## src/rtl/uart_pkg.sv

```systemverilog
// Shared UART definitions: bit-rate default, frame data width and the
// transmit serializer state encoding (also intended for the receiver).
package uart_pkg;

  localparam int unsigned UART_BAUD_DIV_DEFAULT = 434;
  localparam int unsigned UART_DATA_BITS        = 8;

  typedef enum logic [1:0] {
    ST_IDLE  = 2'd0,
    ST_START = 2'd1,
    ST_DATA  = 2'd2,
    ST_STOP  = 2'd3
  } uart_tx_state_t;

endpackage

```

## src/rtl/uart_tx_fifo.sv

```systemverilog
// Synchronous FIFO with registered occupancy count; depth must be a power of
// two so the pointers wrap naturally.
module uart_tx_fifo #(
  parameter int unsigned DEPTH = 16,
  parameter int unsigned WIDTH = 8
) (
  input  logic                       clk,
  input  logic                       rst_n,
  input  logic                       i_push,
  input  logic [WIDTH-1:0]           i_wr_data,
  input  logic                       i_pop,
  output logic [WIDTH-1:0]           o_rd_data,
  output logic                       o_full,
  output logic                       o_empty,
  output logic [$clog2(DEPTH):0]     o_count
);

  localparam int unsigned AW = $clog2(DEPTH);
  localparam int unsigned CW = AW + 1;

  logic [WIDTH-1:0] r_mem [DEPTH];
  logic [AW-1:0]    r_wr_ptr;
  logic [AW-1:0]    r_rd_ptr;
  logic [CW-1:0]    r_count;
  logic             w_full;
  logic             w_empty;
  logic             w_push;
  logic             w_pop;

  assign w_full  = (r_count == CW'(DEPTH));
  assign w_empty = (r_count == '0);
  assign w_push  = i_push && !w_full;
  assign w_pop   = i_pop && !w_empty;

  // Pointer and occupancy bookkeeping; simultaneous push/pop leaves count unchanged.
  always_ff @(posedge clk or negedge rst_n) begin
    if (!rst_n) begin
      r_wr_ptr <= '0;
      r_rd_ptr <= '0;
      r_count  <= '0;
    end else begin
      if (w_push) r_wr_ptr <= r_wr_ptr + AW'(1);
      if (w_pop)  r_rd_ptr <= r_rd_ptr + AW'(1);
      case ({w_push, w_pop})
        2'b10:   r_count <= r_count + CW'(1);
        2'b01:   r_count <= r_count - CW'(1);
        default: r_count <= r_count;
      endcase
    end
  end

  always_ff @(posedge clk) begin
    if (w_push) r_mem[r_wr_ptr] <= i_wr_data;
  end

  assign o_rd_data = r_mem[r_rd_ptr];
  assign o_full    = w_full;
  assign o_empty   = w_empty;
  assign o_count   = r_count;

endmodule

```

## src/rtl/uart_transmitter.sv

```systemverilog
// Buffered 8N1 UART transmitter: byte FIFO feeding a start/data/stop
// serializer with a registered, idle-high line output.
module uart_transmitter
  import uart_pkg::*;
#(
  parameter int unsigned BAUD_DIV   = UART_BAUD_DIV_DEFAULT,
  parameter int unsigned FIFO_DEPTH = 16
) (
  input  logic                          clk,
  input  logic                          rst_n,
  input  logic [UART_DATA_BITS-1:0]     tx_data,
  input  logic                          tx_valid,
  output logic                          tx_ready,
  output logic                          uart_tx,
  output logic                          busy,
  output logic [$clog2(FIFO_DEPTH):0]   fifo_count
);

  localparam int unsigned CNT_W = $clog2(BAUD_DIV);
  localparam int unsigned DW    = UART_DATA_BITS;
  localparam logic [CNT_W-1:0] BAUD_RELOAD = CNT_W'(BAUD_DIV - 1);
  localparam logic [2:0]       LAST_BIT    = 3'(DW - 1);

  uart_tx_state_t     r_state;
  logic [CNT_W-1:0]   r_baud_cnt;
  logic [2:0]         r_bit_idx;
  logic [DW-1:0]      r_shift;
  logic               r_uart_tx;

  logic               w_push;
  logic               w_pop;
  logic               w_bit_done;
  logic [DW-1:0]      w_fifo_head;
  logic               w_fifo_full;
  logic               w_fifo_empty;
  logic [$clog2(FIFO_DEPTH):0] w_fifo_count;

  assign w_push     = tx_valid && tx_ready;
  assign w_bit_done = (r_baud_cnt == '0);
  // Pop when idle, or at the end of a stop bit so the next start follows with no gap.
  assign w_pop      = !w_fifo_empty &&
                      ((r_state == ST_IDLE) || ((r_state == ST_STOP) && w_bit_done));

  uart_tx_fifo #(
    .DEPTH (FIFO_DEPTH),
    .WIDTH (DW)
  ) u_fifo (
    .clk       (clk),
    .rst_n     (rst_n),
    .i_push    (w_push),
    .i_wr_data (tx_data),
    .i_pop     (w_pop),
    .o_rd_data (w_fifo_head),
    .o_full    (w_fifo_full),
    .o_empty   (w_fifo_empty),
    .o_count   (w_fifo_count)
  );

  // Serializer: the line register is loaded with the value of the bit being entered.
  always_ff @(posedge clk or negedge rst_n) begin
    if (!rst_n) begin
      r_state    <= ST_IDLE;
      r_baud_cnt <= '0;
      r_bit_idx  <= '0;
      r_shift    <= '0;
      r_uart_tx  <= 1'b1;
    end else begin
      case (r_state)
        ST_IDLE: begin
          r_uart_tx <= 1'b1;
          if (!w_fifo_empty) begin
            r_shift    <= w_fifo_head;
            r_baud_cnt <= BAUD_RELOAD;
            r_uart_tx  <= 1'b0;
            r_state    <= ST_START;
          end
        end
        ST_START: begin
          if (w_bit_done) begin
            r_baud_cnt <= BAUD_RELOAD;
            r_bit_idx  <= '0;
            r_uart_tx  <= r_shift[0];
            r_state    <= ST_DATA;
          end else begin
            r_baud_cnt <= r_baud_cnt - CNT_W'(1);
          end
        end
        ST_DATA: begin
          if (w_bit_done) begin
            r_baud_cnt <= BAUD_RELOAD;
            r_shift    <= {1'b0, r_shift[DW-1:1]};
            if (r_bit_idx == LAST_BIT) begin
              r_uart_tx <= 1'b1;
              r_state   <= ST_STOP;
            end else begin
              r_uart_tx <= r_shift[1];
              r_bit_idx <= r_bit_idx + 3'd1;
            end
          end else begin
            r_baud_cnt <= r_baud_cnt - CNT_W'(1);
          end
        end
        ST_STOP: begin
          if (w_bit_done) begin
            if (!w_fifo_empty) begin
              r_shift    <= w_fifo_head;
              r_baud_cnt <= BAUD_RELOAD;
              r_uart_tx  <= 1'b0;
              r_state    <= ST_START;
            end else begin
              r_uart_tx <= 1'b1;
              r_state   <= ST_IDLE;
            end
          end else begin
            r_baud_cnt <= r_baud_cnt - CNT_W'(1);
          end
        end
        default: begin
          r_uart_tx <= 1'b1;
          r_state   <= ST_IDLE;
        end
      endcase
    end
  end

  assign uart_tx    = r_uart_tx;
  assign tx_ready   = !w_fifo_full;
  assign busy       = (r_state != ST_IDLE) || !w_fifo_empty;
  assign fifo_count = w_fifo_count;

endmodule

```

## config.mk

```make
export PLATFORM = sky130hd
export DESIGN_NAME = uart_transmitter
export DESIGN_NICKNAME = d
export VERILOG_FILES = /design/src/rtl/uart_pkg.sv /design/src/rtl/uart_tx_fifo.sv /design/src/rtl/uart_transmitter.sv
export SDC_FILE = /design/constraint.sdc
export NUM_CORES = 1
export LEC_CHECK = 0
export ABC_AREA = 1
export BUFFER_PORTS_ARGS = -buffer_cell sky130_fd_sc_hd__buf_2
export CORE_ASPECT_RATIO = 0.7
export CORE_MARGIN = 8
export CORE_UTILIZATION = 55
export CTS_BUF_LIST = sky130_fd_sc_hd__clkbuf_16
export DETAILED_ROUTE_END_ITERATION = 10
export HOLD_SLACK_MARGIN = 0.06
export PLACE_DENSITY = 0.74
export REMOVE_ABC_BUFFERS = 1
export SYNTH_ARGS = -nofsm -noshare
export SYNTH_HDL_FRONTEND = slang
export SYNTH_SLANG_ARGS = --single-unit
export TNS_END_PERCENT = 10
```

## constraint.sdc

```tcl
create_clock -name clk -period 2.4 [get_ports clk]
set_clock_uncertainty 0.2 [all_clocks]
set_input_delay 0.24 -clock clk [delete_from_list [all_inputs] [get_ports clk]]
set_output_delay 0.24 -clock clk [all_outputs]
set_load 0.05 [all_outputs]
```

; ---- After elaboration in Yosys (flattened, before gate mapping)
; Memory sizes are Yosys's and may differ from the RTL's.
; Cells that the tools add are included.
[totals]
register_bits = 36
mem_bits_rw = 128
inputBits = 11
wordCells = 77
mem_count = 1
[mem_list]
columns = memory, words, width, read_ports, rd_clocked_by_memory_dff, wr, line
row1 = u_fifo.r_mem, 16, 8, 1, 0, 1, uart_tx_fifo.sv:21  ; logic [WIDTH-1:0] r_mem [DEPTH];
[op_classes]
add_sub_neg = 6
n_eq_ne = 13
mux = 28
reduce_logical = 21
[op_table]
columns = op, count
row1 = 9-bit two-way mux, 3
row2 = 9-bit one-hot mux with 3 select lines, 1
row3 = 8-bit two-way mux, 3
row4 = 8-bit one-hot mux with 3 select lines, 1
row5 = "2-bit != test, second input constant", 6
row6 = 2-bit two-way mux, 5
row7 = 5-bit one-hot mux with 2 select lines, 1
row8 = 9-bit zero test, 1
row9 = 3-bit two-way mux, 3
row10 = "9-bit by 1-bit subtractor with 9-bit output, second input constant", 1
row11 = "4-bit by 1-bit adder with 4-bit output, second input constant", 2
row12 = 1-bit two-way mux, 8
row13 = 2-bit one-hot mux with 4 select lines, 1
row14 = "2-bit equality test, second input constant", 3
row15 = 3-bit one-hot mux with 2 select lines, 1
row16 = 3-bit AND reduction, 2
row17 = 2-bit nonzero test, 3
row18 = "5-bit by 1-bit adder with 5-bit output, second input constant", 1
row19 = "5-bit equality test, second input constant", 1
row20 = 1-bit logical AND, 5
row21 = 5-bit zero test, 1
row22 = 5-bit AND reduction, 1
row23 = "5-bit by 1-bit subtractor with 5-bit output, second input constant", 1
row24 = "2-bit by 1-bit equality test with 1-bit output, second input constant", 2
row25 = 9 further kinds, 11

; ---- Logic depth before layout (Yosys ltp)
; Gate-level depths: netlist of run 1.
[logic_depth]
word_depth = 7
ltp_mapped = 16

; ---- By module
; Synthesis of run 1 repeated with hierarchy kept, for this count alone.
[unflattened]
hier_cells = 829
hier_area_um2 = 7743.7
[modules_own_cells]
columns = mod, instances, cells_per_inst, area_per_inst_um2
row1 = uart_tx_fifo, 1, 621, 6231.0
row2 = uart_transmitter, 1, 208, 1512.7

; ---- Worst setup path before layout of run 1
; OpenSTA, ideal clock, no wires.
[synth_timing]
path_type = reg2reg
from = register u_fifo.r_count[4], in the netlist u_fifo.o_count[4]
to = register u_fifo.r_count[4], in the netlist u_fifo.o_count[4]
setup_time_ns = 0.067
t_arrival_ns = 2.683
required_time_ns = 2.133
slack_ns = -0.550
path_stages_with_launch = 13
synth_period_minus_slack_ns = 2.950
path_cell_list = dfrtp_1 -> nand3_1 -> nand2_1 -> ha_1 -> xor2_1 -> ha_1 -> inv_1 -> nand2_1 -> nand3_1 -> nand2_1 -> xor2_1 -> nand2_1 -> nand2_1
[synth_between]
elab_chain_len = 6
[synth_rtl]
columns = element, line
row1 = from (decl), uart_tx_fifo.sv:24  ; logic [CW-1:0] r_count;
row2 = from (signal assigned), uart_tx_fifo.sv:45  ; 2'b10: r_count <= r_count + CW'(1);
row3 = from (signal assigned), uart_tx_fifo.sv:46  ; 2'b01: r_count <= r_count - CW'(1);
row4 = from (signal assigned), uart_tx_fifo.sv:47  ; default: r_count <= r_count;
row5 = 5-bit equality test (*), uart_tx_fifo.sv:30  ; assign w_full = (r_count == CW'(DEPTH));
row6 = 1-bit zero test (*), uart_transmitter.sv:127  ; assign tx_ready = !w_fifo_full;
row7 = via tx_ready, uart_transmitter.sv:13  ; output logic tx_ready,
row8 = 1-bit logical AND, uart_transmitter.sv:38  ; assign w_push = tx_valid && tx_ready;
row9 = 1-bit logical AND (*), uart_tx_fifo.sv:32  ; assign w_push = i_push && !w_full;
row10 = 2-bit by 1-bit equality test with 1-bit output or 2-bit equality test (tied branches), uart_tx_fifo.sv:44  ; case ({w_push, w_pop})
row11 = 5-bit one-hot mux with 2 select lines or 2-bit nonzero test (tied branches), --
; Mark *: on every way through the listed nets, which the timed path passes. The rest lies on a longest branch.
; A chain may end at the register's enable or synchronous reset.

; ---- Worst setup path in the final report of run 1
[layout_timing]
from = register r_baud_cnt[0]
to = register u_fifo.r_count[4], in the netlist u_fifo.o_count[4]
[layout_between]
elab_chain_len = 7
[layout_rtl]
columns = element, line
row1 = from (decl), uart_transmitter.sv:25  ; logic [CNT_W-1:0] r_baud_cnt;
row2 = from (signal assigned), uart_transmitter.sv:85  ; r_baud_cnt <= r_baud_cnt - CNT_W'(1);
row3 = from (signal assigned), uart_transmitter.sv:100  ; r_baud_cnt <= r_baud_cnt - CNT_W'(1);
row4 = from (signal assigned), uart_transmitter.sv:115  ; r_baud_cnt <= r_baud_cnt - CNT_W'(1);
row5 = 9-bit zero test (*), uart_transmitter.sv:39  ; assign w_bit_done = (r_baud_cnt == '0);
row6 = 1-bit logical AND (*), uart_transmitter.sv:42  ; ((r_state == ST_IDLE) || ((r_state == ST_STOP) && w_bit_done));
row7 = 1-bit logical OR (*), uart_transmitter.sv:42
row8 = 1-bit logical AND (*), uart_transmitter.sv:41  ; assign w_pop = !w_fifo_empty &&
row9 = 1-bit logical AND (*), uart_tx_fifo.sv:33  ; assign w_pop = i_pop && !w_empty;
row10 = via u_fifo.w_pop, uart_tx_fifo.sv:28  ; logic w_pop;
row11 = 2-bit by 1-bit equality test with 1-bit output or 2-bit equality test (tied branches), uart_tx_fifo.sv:44
row12 = 5-bit one-hot mux with 2 select lines or 2-bit nonzero test (tied branches), --
; Marked as above.

==> impl_metrics.toml, run 1 <==
[timing]
final_hold_viol_count = 0
finalWorstSetupSlack_ns = -0.01375
final-max-slew-violation-count = 0
max_slew_margin_pct = 43.67
tightest_slew_ns = 0.8450
finalSetupViolCount = 1
hold-worst-slack_ns = 0.08866
period_share_pct = 100.6
grt_setup_unrepaired = "yes"
fin_crit_ns = 2.414
fmax_mhz = 414.3

[layout]
syn2layout_area_growth_pct = 17.31
diodes = 0
final_area_um2 = 8752
final_common_cell = "nand2_1"
drive_gt1_share_pct = 17.65
nNetsFinal = 831
final_cell_mix = "nand2_1, edfxtp_1, nor2_1, nand3_1, buf_4"

[clocking]
cts_buffer_depth = 2
path_clk_slew_ns = 0.07
cts_root_buf = "clkbuf_16"
cts_buffers = 17
cts_sinks = 164
cts_tree = "done"
htreeDepth = 4
clock_latency_ns = 0.42

[power_and_ir_drop]
p_per_area_nw_per_um2 = 1314
irDropWorstVdd_uv = 598.0
leakagePower_nw = 3.643

[yosys]
ys_ff_latch = 164
synth_area_um2 = 7461
syn-instance-count = 734
synth_seq_area_share_pct = 63.61
avgSynthCellArea_um2 = 10.16
synth_async_sr_flop_share_pct = 21.95
synth_area_leader_cell = "edfxtp_1"
netlist.area_leader.share_pct = 51.52
synthTopCellsByArea = "edfxtp_1, dfrtp_1, nand2_1"
ys_types = 38
ys.flop_type = "edfxtp_1"
yosysWarnings = 0
synth_edf_count = 128

[global_route]
overflow = 0
grt_first_pass_wirelength_um = 27270
grt_use_total_pct = 19.99
grt_max_degree = 38
grt_pass1_vias = 5193
grt_antenna_before_repair = 0

[floorplan]
row_count = 35
core_area_um2 = 13230
start_util_pct = 56.41
die_h_um = 113.4
dieArea_um2 = 17610
pin_count = 19
die_x_um = 155.2

[critical_path]
worst_setup_path_start_kind = "register"
cp_data_arrival_time_ns = 2.57
setup.worst_path.end_class = "register"
worstPathMaxFanout = 3
rr_startpoint = "r_baud_cnt[0]"
rr_endpoint = "u_fifo.o_count[4]"
crit_type = "register to register"
reg2reg_setup_slack_ns = -0.01
r2r_cells = 16
worst_ep_required_time_ns = 2.56

[hold_path]
min_path_cells = 4
worstHoldPathType = "primary input to register"
holdPathEnd = "u_fifo.r_wr_ptr[0]"
hold_start = "tx_valid"

[placed_design]
port_buffers = 18
postPlaceCellArea_um2 = 7929
gp_congestion = 0.8435
dp.final_hpwl_um = 11160

[drt]
vias = 5529
postRouteAntennaNets = 0
wl_per_cell_um = 17.08
viasPerCell = 5.523
detail_route.iter0.violations = 613
finalWirelength_um = 17090
drc = 0
first_pass_iters = 7

[status]
status = "finished, violations left"
violations = "setup timing"

[flow_run]
maxCapViolCount = 0
[worst max-delay path: stages, from the launching register on]
cell and delay (ns):
dfrtp_1 0.40, inv_2 0.09, ha_4 0.15, nand2_4 0.05, nor2_4 0.11, nand3_4 0.09
o21ai_4 0.18, ha_4 0.19, xor2_2 0.17, ha_2 0.20, inv_2 0.05, nand2_4 0.06
nand3_2 0.08, nand2_2 0.07, xor2_1 0.13, nand2_1 0.06, nand2_1 0.06
[timing repair]
item / CTS / global route
setup buffers: 8 / 4
hold buffers: 8 / 0
pin swaps: 9 / 9
endpoints found under the hold margin: 126 / 0
setup endpoints to repair: 3 / 3
cloned: 0 / 0
resized for setup: 13 / 4
[routing by layer]
layer  wire (um)  GRT usage [%]  vias to the layer above
met4         287          6.250                        0
met1        7519          27.84                     2659
met2        7838          31.09                      247
met5           0              0                        -
li1            -              -                     2594
met3        1449          4.156                       29
[stage by stage]
stage | utilization [%] | worst slack (ns) | instances | TNS, ns | total power [mW]
after floorplan | - | -0.9471 | 709 | -41.49 | 7.045
after global placement | 59.95 | -0.1182 | 949 | -0.1674 | 8.336
after detailed placement | 59.95 | -0.2636 | 949 | -0.5297 | 8.511
after CTS | 65.86 | -0.01814 | 997 | -0.01814 | 11.39
after global routing | 66.18 | -0.1727 | 1001 | -0.3309 | 12.22
final | 66.18 | -0.01375 | 1001 | -0.01375 | 11.50
[cells in the mapped netlist (all sizes together), types with 2 or more instances]
cell type / n
xnor2: 3
o21ai: 36
a21oi: 19
xor2: 11
nand4: 3
clkbuf: 5
nand3: 64
inv: 43
ha: 17
a21boi: 2
edfxtp: 128
nor2: 100
o211ai: 6
dfrtp: 35
buf: 20
nand2: 232
[logic make-up after synthesis]
family                     after synthesis  synth area share, %
AOI/OAI and AO/OA                       68                5.517
xor gates and xnor gates                14                1.644
adders and majority gates               17                2.851
buffers and inverters                   69                3.991
DFF                                    164                63.61
and+or+nand+nor                        402                22.39
[state kept, by name, indices dropped and copies added, names as in the netlist]
| register | count |
|---|---|
| u_fifo.r_wr_ptr | 4 |
| u_fifo.o_count | 5 |
| r_bit_idx | 3 |
| u_fifo.r_mem | 128 |
| r_state | 2 |
| r_shift | 8 |
| uart_tx | 1 |
| r_baud_cnt | 9 |
| u_fifo.r_rd_ptr | 4 |
[area by class of cell]
type / count / area, um^2
Multi-Input combinational cell: 501 / 2485
Tap cell: 185 / 231.5
Clock inverter: 14 / 135.1
Fill cell: 966 / 4473
Clock buffer: 18 / 450.4
Inverter: 44 / 165.2
Timing Repair Buffer: 75 / 538.0
Sequential cell: 164 / 4747
[power by group]
group          switching [mW]  internal (mW)  leakage [nW]
sequential              0.313           3.59          1.60
combinational            3.26           1.68          1.76
clock                    1.22           1.44         0.287
[how the worst max path moves through the flow]
| stage | from | end | slack (ns) | depth (start not counted) |
|---|---|---|---|---|
| after global placement | r_baud_cnt[0] | u_fifo.o_count[4] | -0.12 | 16 |
| after global routing | r_baud_cnt[0] | u_fifo.o_count[4] | -0.17 | 16 |
| after detailed placement | r_baud_cnt[0] | u_fifo.o_count[4] | -0.26 | 16 |
| after CTS | r_baud_cnt[1] | u_fifo.o_count[4] | -0.02 | 16 |
| final | r_baud_cnt[0] | u_fifo.o_count[4] | -0.01 | 16 |
| after floorplan | u_fifo.r_rd_ptr[0] | r_shift[1] | -0.95 | 7 |
Power figures use the tool's default switching activity.
==> run 2, diff against run 1 <==
CTS_BUF_LIST = sky130_fd_sc_hd__clkbuf_4 sky130_fd_sc_hd__clkbuf_8   (was sky130_fd_sc_hd__clkbuf_16)
==> impl_metrics.toml, run 2 (synthesis gave the netlist of run 1 again) <==
[timing]
fmax_mhz = 405.5
period_share_pct = 102.8
tightest_slew_ns = 0.8280
finalWorstSetupSlack_ns = -0.06639
final_hold_viol_count = 0
grt_setup_unrepaired = "yes"
final-max-slew-violation-count = 0
fin_crit_ns = 2.466
finalSetupViolCount = 1
max_slew_margin_pct = 44.80

[clocking]
cts_buffer_depth = 2
cts_root_buf = "clkbuf_8"
path_clk_slew_ns = 0.10
cts_tree = "done"
cts_buffers = 17
clock_latency_ns = 0.45
cts_sinks = 164
htreeDepth = 4

[critical_path]
r2r_cells = 16
crit_type = "register to register"
cp_slowest_stage_delay_ns = 0.41
path_delay_family = "simple AND/OR/NAND/NOR gates"
rr_endpoint = "u_fifo.o_count[4]"
crit_chain = "inv_2 > ha_4 > nand2_4 > nor2_4 > nand3_4 > o21ai_4 > ha_4 > xor2_2 > ha_2 > inv_2 > nand2_2 > nand3_2 > nand2_2 > xor2_2 > nand2_1 > nand2_1"
setup.worst_path.end_class = "register"
worst_ep_required_time_ns = 2.60
reg2reg_setup_slack_ns = -0.07
rr_startpoint = "r_baud_cnt[0]"
critical_path.startpoint = "r_baud_cnt[0]"
cp_slowest_cell = "dfrtp_1"
worst_setup_path_start_kind = "register"
critPathBufInv = 2
worstPathMaxFanout = 3
cp_data_arrival_time_ns = 2.66

[layout]
fillers = 1001
largestRegisters = "u_fifo.r_mem (128), r_baud_cnt (9), r_shift (8)"
final_common_cell = "nand2_1"
final_area_um2 = 8597
nNetsFinal = 833
syn2layout_area_growth_pct = 15.23
final_cell_mix = "nand2_1, edfxtp_1, nor2_1, nand3_1, buf_4"
largest_reg_flops = 128
drive_gt1_share_pct = 17.85
diodes = 0
largest_register = "u_fifo.r_mem"

[status]
violations = "setup timing"
status = "finished, violations left"

[power_and_ir_drop]
leakagePower_nw = 3.566
total_power_mw = 10.88
p_per_area_nw_per_um2 = 1265
irDropWorstVdd_uv = 512.2

[floorplan]
start_util_pct = 56.41
pin_count = 19
core_area_um2 = 13230
dieArea_um2 = 17610
die_h_um = 113.4
die_x_um = 155.2
row_count = 35

[drt]
vias = 5376
first_pass_iters = 5
postRouteAntennaNets = 0
finalWirelength_um = 16990
detail_route.iter0.violations = 623
wl_per_cell_um = 16.94
viasPerCell = 5.360
drc = 0

[flow_run]
maxCapViolCount = 0

[placed_design]
port_buffers = 18
dp.final_hpwl_um = 11160
postPlaceCellArea_um2 = 7929
gp_congestion = 0.8435

[global_route]
overflow = 0
grt_use_total_pct = 20.03
grt_max_degree = 38
grt_pass1_vias = 5149
grt_first_pass_wirelength_um = 27140
grt_antenna_before_repair = 0

[hold_path]
worstHoldPathType = "primary input to asynchronous set/reset pin"
[run 2: cell count changes in the layout (fill, tap and decap cells not counted), sizes merged]
cell         delta
dlygate4sd3     +2
bufinv          +1
inv             -1
[run 2: what timing repair did]
action	4_1_cts	5_1_grt
gates resized for setup	14	3
endpoints found under the setup margin	3	3
hold endpoints to repair	164	0
gates cloned	0	0
setup buffers	8	4
pin swaps	11	10
hold buffers	10	0
[run 2: worst max-delay path by stage]
stage / to / slack, ns / cells after the start
finish: u_fifo.o_count[4] / -0.07 / 16
global route: u_fifo.o_count[4] / -0.22 / 16
CTS: u_fifo.o_count[4] / -0.02 / 16
detailed placement: u_fifo.o_count[4] / -0.26 / 16
global placement: u_fifo.o_count[4] / -0.12 / 16
floorplan: r_shift[1] / -0.95 / 7
[run 2: power breakdown]
group          leakage (nW)  internal [mW]  switching (mW)
combinational          1.77           1.69            3.26
clock                 0.201          0.891            1.14
sequential             1.60           3.59           0.314
[run 2: layout make-up]
type | instances | area (um^2) | area share, %
Clock buffer | 18 | 241.5 | 2.809
Inverter | 44 | 165.2 | 1.921
Timing Repair Buffer | 77 | 558.0 | 6.491
Sequential cell | 164 | 4747 | 55.22
Clock inverter | 14 | 161.4 | 1.877
Multi-Input combinational cell | 501 | 2492 | 28.99
Tap cell | 185 | 231.5 | 2.692
[run 2: per-layer routing]
metal	share of wire, %	track usage [%]
met3	7.0	4.496
met4	2.0	7.539
met2	45	30.04
met1	46	28.10
met5	0	0
[run 2: stage by stage]
stage                     setup WS (ns)   TNS, ns  hold slack [ns]  instances  util [%]
after global placement          -0.1182   -0.1674           0.1793        949     59.95
final                          -0.06639  -0.06639           0.2129       1003     65.00
after detailed placement        -0.2636   -0.5297           0.1879        949     59.95
after floorplan                 -0.9471    -41.49          -0.2556        709         -
after CTS                      -0.02282  -0.02282           0.2327        999     64.66
after global routing            -0.2181   -0.3923           0.2575       1003     65.00
==> run 3, diff against run 2 <==
ABC_AREA = default   (was 1)
==> impl_metrics.toml, run 3 <==
[layout]
final_area_um2 = 8348
syn2layout_area_growth_pct = 18.59
drive_gt1_share_pct = 34.02
largest_register = "u_fifo.r_mem"
final_cell_mix = "edfxtp_1, buf_4, dfrtp_1, mux4_2, a21oi_1"
final_common_cell = "edfxtp_1"
nNetsFinal = 551
largest_reg_flops = 128
diodes = 0
largestRegisters = "u_fifo.r_mem (128), r_baud_cnt (9), r_shift (8)"

[yosys]
synth_seq_area_share_pct = 67.42
ys_types = 53
yosysMostFrequentCell = "edfxtp_1"
synthTopCellsByArea = "edfxtp_1, dfrtp_1, mux4_2"
synth_async_sr_flop_share_pct = 21.95
synth_commonest_cells = "edfxtp_1, dfrtp_1, mux4_2, nor2_1, a21oi_1"
synth_top_family_by_area = "multiplexers"
ys_ff_latch = 164
muxShareOfSynthArea_pct = 10.72
syn-instance-count = 445
ys.flop_type = "edfxtp_1"
netlist.area_leader.share_pct = 54.60
synth-xor-area-share_pct = 1.617
avgSynthCellArea_um2 = 15.82
synthAdderAreaFrac_pct = 3.022
synth_area_um2 = 7039
yosys.area_share.simple_pct = 5.777
synth_compound_area_share_pct = 8.798
synth_area_leader_cell = "edfxtp_1"
synth_edf_count = 128
yosysWarnings = 0

[critical_path]
worstPathMaxFanout = 7
worst_setup_path_start_kind = "register"
setup.worst_path.end_class = "register"
cp_slowest_cell = "or4b_4"
cp_slowest_stage_delay_ns = 0.48
crit_chain = "inv_2 > ha_4 > or4b_4 > o41ai_4 > and2_4 > ha_4 > buf_4 > xor2_1 > a31oi_1 > or2_4 > a21oi_2 > xor2_1"
worst_ep_required_time_ns = 2.57
crit_type = "register to register"
cp_data_arrival_time_ns = 3.12

[clocking]
cts_buffer_depth = 2
clock_latency_ns = 0.43
cts_buffers = 17
path_clk_slew_ns = 0.08
cts_root_buf = "clkbuf_8"
htreeDepth = 4
cts_tree = "done"
cts_sinks = 164

[global_route]
use_met1_pct = 27.81
top_usage_layer = "met1"
grt_use_total_pct = 18.52
grt_first_pass_wirelength_um = 23270
grt_pass1_vias = 4149
grtUsageMet3_pct = 5.587
overflow = 0
met2_usage_pct = 25.88
grt_antenna_before_repair = 0
grt_max_degree = 37

[timing]
tightest_slew_ns = 0.8552
final-max-slew-violation-count = 0
grt_setup_unrepaired = "yes"
max_slew_margin_pct = 42.99
finalSetupViolCount = 13
fmax_mhz = 339.1
period_share_pct = 122.9
finalWorstSetupSlack_ns = -0.5488
hold-worst-slack_ns = 0.1603
fin_crit_ns = 2.949
final_hold_viol_count = 0

[power_and_ir_drop]
seq_power_share_pct = 36.3
p_int_mw = 6.890
sw_frac_of_total_pct = 36.37
irDropWorstVdd_uv = 868.0
p_comb_share_pct = 45.3
leakagePower_nw = 2.990
p_sw_mw = 3.938
power_frac_clock_pct = 18.3
p_per_area_nw_per_um2 = 1297

[placed_design]
dp.final_hpwl_um = 9995
postPlaceCellArea_um2 = 7635
port_buffers = 18
gp_congestion = 0.8848

[drt]
wl_per_cell_um = 21.56
detail_route.iter0.violations = 459
first_pass_iters = 5
finalWirelength_um = 15030
postRouteAntennaNets = 0
vias = 4182
drc = 0
viasPerCell = 6.000

[floorplan]
row_count = 34
start_util_pct = 56.47
dieArea_um2 = 16730
pin_count = 19
die_x_um = 151.2
core_area_um2 = 12460
die_h_um = 110.7

[hold_path]
worstHoldPathType = "primary input to register"

[flow_run]
maxCapViolCount = 0

[status]
status = "finished, violations left"
violations = "setup timing"
==> run 3: cell count changes in the layout (fill, tap and decap cells not counted), sizes merged, moves of 14 or more <==
cell	change
o21ai	-17
mux4	+32
nor2	-75
a22oi	+14
nand3	-60
inv	-32
nand2	-210
==> run 3: layout make-up <==
type                    count  area (um^2)
multi-input cells         237         2285
inverters                  20        75.07
clock buffers              19        249.0
well taps                 162        202.7
clock inverters            12        137.6
flip-flops and latches    164         4747
fillers                   835         4116
repair buffers             83        651.9
==> run 3: kinds of logic after synthesis <==
logic type               Yosys count
flip-flops                       164
AO/OA/AOI/OAI                     89
AND/OR/NAND/NOR                   83
buffers and inverters             44
multiplexers                      35
adder cells (fa/ha/maj)           17
XOR/XNOR                          13
==> run 3: worst paths after layout <==
path / slack, ns / from / end / cells after the start
max: -0.55 / r_baud_cnt[1] / u_fifo.o_count[4] / 12
min: 0.16 / tx_valid / u_fifo.r_wr_ptr[0] / 4
max reg2reg: -0.55 / r_baud_cnt[1] / u_fifo.o_count[4] / 12
min reg2reg: 0.30 / uart_tx / uart_tx / 2
max in group asynchronous: 1.16 / rst_n / u_fifo.r_rd_ptr[0] / 2
min in group asynchronous: 0.25 / rst_n / r_baud_cnt[5] / 2
==> run 3: stage by stage <==
stage / utilization [%] / setup TNS (ns) / power [mW] / cells / worst slack (ns)
final: 66.97 / -2.042 / 10.83 / 697 / -0.5488
after global routing: 66.97 / -3.569 / 11.38 / 697 / -0.6654
after CTS: 66.31 / -1.686 / 10.66 / 695 / -0.4835
after detailed placement: 61.25 / -5.962 / 8.421 / 651 / -0.8028
after global placement: 61.25 / -3.942 / 8.260 / 651 / -0.7294
after floorplan: - / -54.69 / 6.779 / 421 / -1.037
==> run 3: layer usage <==
metal,up-vias,routed length (um)
li1,1893,-
met1,2129,6960
met2,151,6807
met3,9,1172
met4,0,89
met5,-,0
==> run 3: what timing repair did <==
| action | in CTS | in global routing |
|---|---|---|
| resized for setup | 33 | 18 |
| pin swaps | 13 | 9 |
| hold endpoints to repair | 163 | 0 |
| hold buffers | 9 | 0 |
| endpoints found under the setup margin | 82 | 60 |
| setup buffers | 4 | 4 |
==> run 3: power groups by stage <==
stage               registers [mW]  clock network, mW  logic [mW]
CTS                           3.93               2.01        4.72
finish                        3.94               1.98        4.91
floorplan                     4.31                  0        2.47
detailed placement            3.99                  0        4.43
global placement              3.95                  0        4.31
global route                  3.99               2.12        5.28
==> run 3: worst max-delay path: cells and delay by family, from the launching register on <==
kind / cells / cell delay (ns)
buffers and inverters: 2 / 0.25
and+or+nand+nor: 3 / 0.93
AOI/OAI and AO/OA: 3 / 0.51
xor gates and xnor gates: 2 / 0.33
adders and majority gates: 2 / 0.26
DFF: 1 / 0.39
